File: src/rtl/rle_decode.sv
`default_nettype none
// ============================================================================
//  Module      : rle_decode
//  Description : Run-length decompressor. Reads {count, value} byte pairs
//                from SRAM port A, expands each pair into `count` copies of
//                `value`, writes the plaintext back through the same port
//                and reports the decoded length.
//  Revision    : 1.0 - initial release
// ============================================================================
module rle_decode (
    input  logic        clk,
    input  logic        nreset,
    input  logic        start,
    input  logic [31:0] rle_addr,
    input  logic [31:0] rle_size,
    input  logic [31:0] message_addr,
    output logic [31:0] message_size,
    output logic        done,
    output logic        error,
    output logic        port_A_clk,
    output logic [15:0] port_A_addr,
    output logic        port_A_we,
    output logic [31:0] port_A_data_in,
    input  logic [31:0] port_A_data_out
);

    typedef enum logic [2:0] {
        S_IDLE    = 3'd0,
        S_FETCH   = 3'd1,
        S_CAPTURE = 3'd2,
        S_DECODE  = 3'd3,
        S_EXPAND  = 3'd4,
        S_WRITE   = 3'd5,
        S_FLUSH   = 3'd6,
        S_DONE    = 3'd7
    } state_t;

    state_t      r_state;
    state_t      w_state_nxt;

    // Only the low 16 address bits ever reach the SRAM, so only those are kept.
    logic [15:0] r_rle_addr;
    logic [15:0] r_msg_addr;
    logic [31:0] r_rle_size;
    logic [31:0] r_message_size;
    logic        r_error;
    logic [31:0] r_in_byte;     // index of the next input byte to consume
    logic [13:0] r_out_word;    // wraps with the 16-bit byte address
    logic [31:0] r_in_buf;
    logic [31:0] r_out_buf;
    logic [7:0]  r_count;
    logic [7:0]  r_value;

    logic        w_accept;
    logic [7:0]  w_in_byte_val;
    logic [31:0] w_in_byte_nxt;
    logic [1:0]  w_slot;
    logic [7:0]  w_count_dec;
    logic [15:0] w_rd_addr;
    logic [15:0] w_wr_addr;

    // Address bits that are dropped on purpose (alignment and 16-bit window).
    wire w_unused = &{1'b0, rle_addr[31:16], rle_addr[1:0],
                      message_addr[31:16], message_addr[1:0]};

    assign w_accept      = ((r_state == S_IDLE) || (r_state == S_DONE)) && start;
    assign w_in_byte_val = r_in_buf[{r_in_byte[1:0], 3'b000} +: 8];
    assign w_in_byte_nxt = r_in_byte + 32'd1;
    assign w_slot        = r_message_size[1:0];
    assign w_count_dec   = r_count - 8'd1;
    assign w_rd_addr     = r_rle_addr + {r_in_byte[15:2], 2'b00};
    assign w_wr_addr     = r_msg_addr + {r_out_word, 2'b00};

    assign port_A_clk    = clk;
    assign message_size  = r_message_size;
    assign error         = r_error;
    assign done          = (r_state == S_DONE);

    // Where to go once the byte at index idx-1 is fully handled: end of
    // stream flushes, a word boundary refills the input buffer.
    function automatic state_t f_continue(input logic [31:0] idx,
                                          input logic [31:0] size);
        if (idx == size)
            return S_FLUSH;
        else if (idx[1:0] == 2'b00)
            return S_FETCH;
        else
            return S_DECODE;
    endfunction

    // State register
    always_ff @(posedge clk or negedge nreset) begin
        if (!nreset)
            r_state <= S_IDLE;
        else
            r_state <= w_state_nxt;
    end

    // Next-state and SRAM port drive
    always_comb begin
        w_state_nxt    = r_state;
        port_A_addr    = 16'h0000;
        port_A_we      = 1'b0;
        port_A_data_in = 32'h0000_0000;
        case (r_state)
            S_IDLE, S_DONE: begin
                if (start)
                    w_state_nxt = (rle_size == 32'd0) ? S_DONE : S_FETCH;
            end
            S_FETCH: begin
                port_A_addr = w_rd_addr;
                w_state_nxt = S_CAPTURE;
            end
            S_CAPTURE: begin
                w_state_nxt = S_DECODE;
            end
            S_DECODE: begin
                if (r_in_byte[0] && (r_count != 8'd0))
                    w_state_nxt = S_EXPAND;
                else
                    w_state_nxt = f_continue(w_in_byte_nxt, r_rle_size);
            end
            S_EXPAND: begin
                if (w_slot == 2'd3)
                    w_state_nxt = S_WRITE;
                else if (w_count_dec == 8'd0)
                    w_state_nxt = f_continue(r_in_byte, r_rle_size);
                else
                    w_state_nxt = S_EXPAND;
            end
            S_WRITE: begin
                port_A_we      = 1'b1;
                port_A_addr    = w_wr_addr;
                port_A_data_in = r_out_buf;
                w_state_nxt    = (r_count != 8'd0) ? S_EXPAND
                                                   : f_continue(r_in_byte, r_rle_size);
            end
            S_FLUSH: begin
                // Unused bytes are already zero because the buffer is
                // cleared after every full-word write.
                port_A_we      = (w_slot != 2'd0);
                port_A_addr    = w_wr_addr;
                port_A_data_in = r_out_buf;
                w_state_nxt    = S_DONE;
            end
            default: begin
                w_state_nxt = S_IDLE;
            end
        endcase
    end

    // Datapath: job latch, input buffer, byte decode and output assembly
    always_ff @(posedge clk or negedge nreset) begin
        if (!nreset) begin
            r_rle_addr     <= 16'h0000;
            r_msg_addr     <= 16'h0000;
            r_rle_size     <= 32'd0;
            r_message_size <= 32'd0;
            r_error        <= 1'b0;
            r_in_byte      <= 32'd0;
            r_out_word     <= 14'd0;
            r_in_buf       <= 32'h0000_0000;
            r_out_buf      <= 32'h0000_0000;
            r_count        <= 8'd0;
            r_value        <= 8'd0;
        end else if (w_accept) begin
            r_rle_addr     <= {rle_addr[15:2], 2'b00};
            r_msg_addr     <= {message_addr[15:2], 2'b00};
            r_rle_size     <= rle_size;
            r_message_size <= 32'd0;
            r_error        <= 1'b0;
            r_in_byte      <= 32'd0;
            r_out_word     <= 14'd0;
            r_out_buf      <= 32'h0000_0000;
            r_count        <= 8'd0;
            r_value        <= 8'd0;
        end else begin
            case (r_state)
                S_CAPTURE: begin
                    r_in_buf <= port_A_data_out;
                end
                S_DECODE: begin
                    r_in_byte <= w_in_byte_nxt;
                    if (!r_in_byte[0]) begin
                        r_count <= w_in_byte_val;
                        // A count byte that ends the stream has no partner.
                        if (w_in_byte_nxt == r_rle_size)
                            r_error <= 1'b1;
                    end else begin
                        r_value <= w_in_byte_val;
                    end
                end
                S_EXPAND: begin
                    r_out_buf[{w_slot, 3'b000} +: 8] <= r_value;
                    r_message_size <= r_message_size + 32'd1;
                    r_count        <= w_count_dec;
                end
                S_WRITE: begin
                    r_out_word <= r_out_word + 14'd1;
                    r_out_buf  <= 32'h0000_0000;
                end
                default: begin
                end
            endcase
        end
    end

endmodule
`default_nettype wire

File: config.mk
export PLATFORM = sky130hd
export DESIGN_NAME = rle_decode
export DESIGN_NICKNAME = d
export VERILOG_FILES = /design/src/rtl/rle_decode.sv
export SDC_FILE = /design/constraint.sdc
export NUM_CORES = 1
export LEC_CHECK = 0
export ABC_CLOCK_PERIOD_IN_PS = 3200
export CAP_MARGIN = 20
export CORE_AREA = 4 4 181 183
export CTS_BUF_LIST = sky130_fd_sc_hd__clkbuf_8
export DETAILED_ROUTE_END_ITERATION = 7
export DIE_AREA = 0 0 185 187
export PLACE_DENSITY = 0.67
export SLEW_MARGIN = 25
export SYNTH_ARGS = -nofsm -noshare
export SYNTH_HDL_FRONTEND = slang
export SYNTH_SLANG_ARGS = --single-unit
File: constraint.sdc
create_clock -name clk -period 3.2 [get_ports clk]
set_clock_uncertainty 0.1 [all_clocks]
set_input_delay 0.64 -clock clk [delete_from_list [all_inputs] [get_ports clk]]
set_output_delay 0.64 -clock clk [all_outputs]
set_load 0.05 [all_outputs]
==> Word level (Yosys, flattened, before mapping) <==
Index checks and enable logic that the tools add are counted.
{ "word_totals": {"romBits": 0, "register_bits": 222, "memories": 0, "wordCells": 92, "inputBits": 131, "ramBits": 0, "output_inout_bits": 84, "latch_bits": 0} }
{ "classes": {"n_reduce_logical": 23, "muxes": 33, "order_cmp": 0, "n_bitwise": 1, "n_div": 0, "n_shift": 3, "add_sub_neg": 7, "n_eq_ne": 13, "n_mul": 0} }
{ "op_table": {"columns": ["operator", "count"], "rows": [
  ["$mux 32", 6],
  ["$add 32x1->32 const B", 2],
  ["$eq 32x32->1", 2],
  ["$pmux 32 s2", 1],
  ["$mux 8", 5],
  ["$add 16x16->16", 2],
  ["$bwmux 32", 1],
  ["$logic_not 32->1", 1],
  ["$pmux 16 s2", 1],
  ["$shift 8x7->32 const A", 1],
  ["$shiftx 32x6->8", 1],
  ["$shiftx 8x7->32", 1],
  ["$mux 14", 2],
  ["$mux 3", 8],
  ["$pmux 3 s7", 1],
  ["$pmux 8 s2", 1],
  ["$add 14x1->14 const B", 1],
  ["$eq 3x3->1 const B", 4],
  ["$reduce_bool 2->1", 6],
  ["$logic_not 8->1", 1],
  ["$reduce_bool 8->1", 1],
  ["$sub 8x1->8 const B", 1],
  ["$neg 5->7", 1],
  ["$eq 3x2->1 const B", 2],
  ["17 further kinds", 27]
]} }

==> Logic depth before layout (Yosys ltp) <==
{ "logic_depth": {"depth_word": 6, "depth_mapped": 11, "depth_no_buf": 10} }

==> reports/results.txt <==
Power density cells: 754 nW/um^2
Final routed wire length divided by cell count: 16.7 um
Max-slew violation count: 0
Instance count of the mapped netlist: 1354
Post-synth design cell area: 12300 um^2
Most frequent cell on the critical path: sky130_fd_sc_hd__a21o_1
DRC marker count from the first detailed-route iteration: 644
Vias per inst: 5.26
Yosys cell types: 71
DIE WIDTH: 185 um
Cell with the most instances after synthesis: sky130_fd_sc_hd__nand2_1
Slowest cell on the critical path: sky130_fd_sc_hd__dfrtp_1
Row cnt: 65
I/O pin count: 215
Worst slew margin: 0.574
Kind of start point of the critical path: register
DRC viols: 0
Main synth FF type: sky130_fd_sc_hd__dfrtp_1
FMAX: 245 MHz
Area of the die: 34600 um^2
CP top delay family: compound AO/OA/AOI/OAI gates
Antenna violations before repair: 0
Final layout net count: 1755
Wire length of the first global-routing pass: 55000 um
Clock tree from TritonCTS: done
Crit share post-route: 1.28
Final design utilization: 0.515
Post-synthesis sequential element count: 222
Sum of negative setup slack: -4030 ps
Fraction of registers with async set or reset after synthesis: 1.00
Total grt overflow: 0
Hold violation total from the final report: 0
RSZ-0062 raised after global routing: yes
Core Footprint: 31200 um^2
Yosys warning total: 0
Chip height: 187 um
Cell-by-cell listing of the critical path: ha_2 > fa_2 > a21o_1 > a21o_1 > a2111oi_4 > nor3_2 > a41o_1 > o41ai_2 > xor2_1 > o22ai_4 > buf_12
Area of all placed cells without fillers: 16100 um^2
Antenna Nets Post-Route: 0
DPL Wire Length: 24900 um
Mean instance size in the synthesized netlist: 9.11 um^2
Most used standard cells in the synthesized netlist: sky130_fd_sc_hd__nand2_1 (272), sky130_fd_sc_hd__dfrtp_1 (222), sky130_fd_sc_hd__nor2_1 (131)
Max_cap viols: 0
Ranking of synthesized cells by area: sky130_fd_sc_hd__dfrtp_1 (45%), sky130_fd_sc_hd__nand2_1 (8.3%), sky130_fd_sc_hd__xnor2_1 (5.0%)
Final-report setup violation count: 12
Share of cells above drive strength 1: 0.170
Instance area at placement: 14900 um^2
Sequential share of the synthesized area: 0.450
Failing checks: setup timing
Initial standard-cell utilization of the core: 0.395
Final min period: 4080 ps
Worst path buffer plus inverter count: 1
Hold/Removal Path Class: register to register
Routed WL: 33700 um
Pin count of the biggest net entering global routing: 70
Max Fanout on Critical Path: 2
ANT cells: 0
Min Hold Slack: 388 ps
Arrival time of data at the critical path endpoint: 3340 ps
Area share of the largest cell type after synthesis: 0.450
Number of port buffers: 176
Total GRT Usage: 0.194
PnR Total Power: 12.1 mW
Worst-skew pair later-pin latency: 650 ps
Leak Pwr: 7.24 nW
First-pass detailed-route iteration total: 5
Kind of end point of the critical path: primary output
Delay contributed by the slowest stage of the critical path: 380 ps
Area growth, synth to finish: 30.3%
Worst-path clk slew: 60 ps
Vias post-DR: 10600
Req. time, crit path: 2460 ps
Result of the run: complete, but fails checks
Number of flops mapped to enable cells by yosys: 0
Peak supply drop: 0.412 mV
Min setup slack post-route: -882 ps
Post-synthesis cell type with the largest combined area: sky130_fd_sc_hd__dfrtp_1
Tightest Pin Transition: 639 ps
Start-to-end type of the worst setup path: register to primary output
Filler Cell Count: 2928
Via count of the first global-routing pass: 10700
Final GP Congestion: 0.894
==> final cells by class <==
type | instances | area [um^2] | share of cell area
Multi-Input combinational cell | 1053 | 6690 | 0.416
Sequential cell | 222 | 5560 | 0.346
Timing Repair Buffer | 244 | 2340 | 0.145
Clock buffer | 54 | 738 | 0.0459
Tap cell | 402 | 503 | 0.0313
Clock inverter | 21 | 173 | 0.0107
Inverter | 21 | 78.8 | 0.00490
==> worst paths after layout <==
kind	start	endpoint	slack, ps	cells after the start
min in group asynchronous	nreset	r_msg_addr[15]	440	2
worst max-delay path	r_in_byte[2]	port_A_addr[14]	-880	11
max in group asynchronous	nreset	r_out_buf[24]	1750	3
worst min register to register	r_rle_addr[14]	r_rle_addr[14]	390	2
worst max register to register	r_in_byte[6]	r_state[0]	200	9
worst min-delay path	r_rle_addr[14]	r_rle_addr[14]	390	2
==> through the flow <==
step,cells,setup slack [ps]
after floorplan,1355,-167
after global placement,1938,-332
after detailed placement,1938,-348
after CTS,2016,-929
after global routing,2017,-1020
final,2017,-882
==> per-layer routing <==
metal,GRT usage,part of all wire,vias to the layer above
li1,-,-,5161
met4,0.0658,0.026,0
met1,0.265,0.45,5113
met5,0,0,-
met2,0.316,0.47,277
met3,0.0309,0.049,59
==> registers in the layout (all words and copies together), names as in the netlist <==
signal / cells
r_in_byte: 32
r_msg_addr: 14
r_rle_addr: 14
r_rle_size: 32
r_state: 3
r_in_buf: 32
r_out_buf: 32
r_value: 8
message_size: 32
error: 1
r_out_word: 14
r_count: 8
==> tightest hold or removal path, cell delays in order, from the launching register on <==
cell                      delay, ps
sky130_fd_sc_hd__dfrtp_1        340
sky130_fd_sc_hd__nand2_1         60
sky130_fd_sc_hd__nand2_1         60
==> cell usage in the layout, fill, tap and decap left out, drive strengths merged, types with 4 or more instances in the layout <==
master           n
and2            39
and4             6
mux2            36
a211oi          10
a22o             4
nor4            19
inv             33
a21oi           40
nand2          272
nor2           131
and3            24
nand2b          10
buf            116
a21o             7
nand4           25
ha              36
o211ai           6
xor2            49
nor3            23
o31ai           11
xnor2           71
dfrtp          222
clkinv           5
clkbuf          53
a31oi            9
mux2i           19
a22oi           24
nor2b            6
clkdlybuf4s50  126
o21ai           47
nand3           67
o22ai           10
or3              7
==> power by group <==
part | internal, mW | total (mW) | switching, mW
sequential | 3.57 | 4.26 | 0.694
combinational | 2.08 | 4.85 | 2.77
clock | 1.75 | 3.02 | 1.27
==> kinds of logic (layout without fill, tap and decap cells) <==
family | Yosys count | count (layout) | share of synthesized area
flops | 222 | 222 | 0.450
other cells | 1 | 2 | 0.000304
simple gates | 643 | 643 | 0.244
compound gates | 195 | 195 | 0.103
buf+inv | 80 | 340 | 0.0292
fa+ha+maj | 38 | 38 | 0.0398
mux | 55 | 55 | 0.0483
xor+xnor | 120 | 120 | 0.0852
==> timing repair <==
action	4_1_cts	5_1_grt
setup endpoints to repair	45	40
hold buffers	1	0
resized for setup	24	19
hold endpoints to repair	64	0
buffers inserted	3	2
pin swaps	11	12
Power figures use the tool's default switching activity.
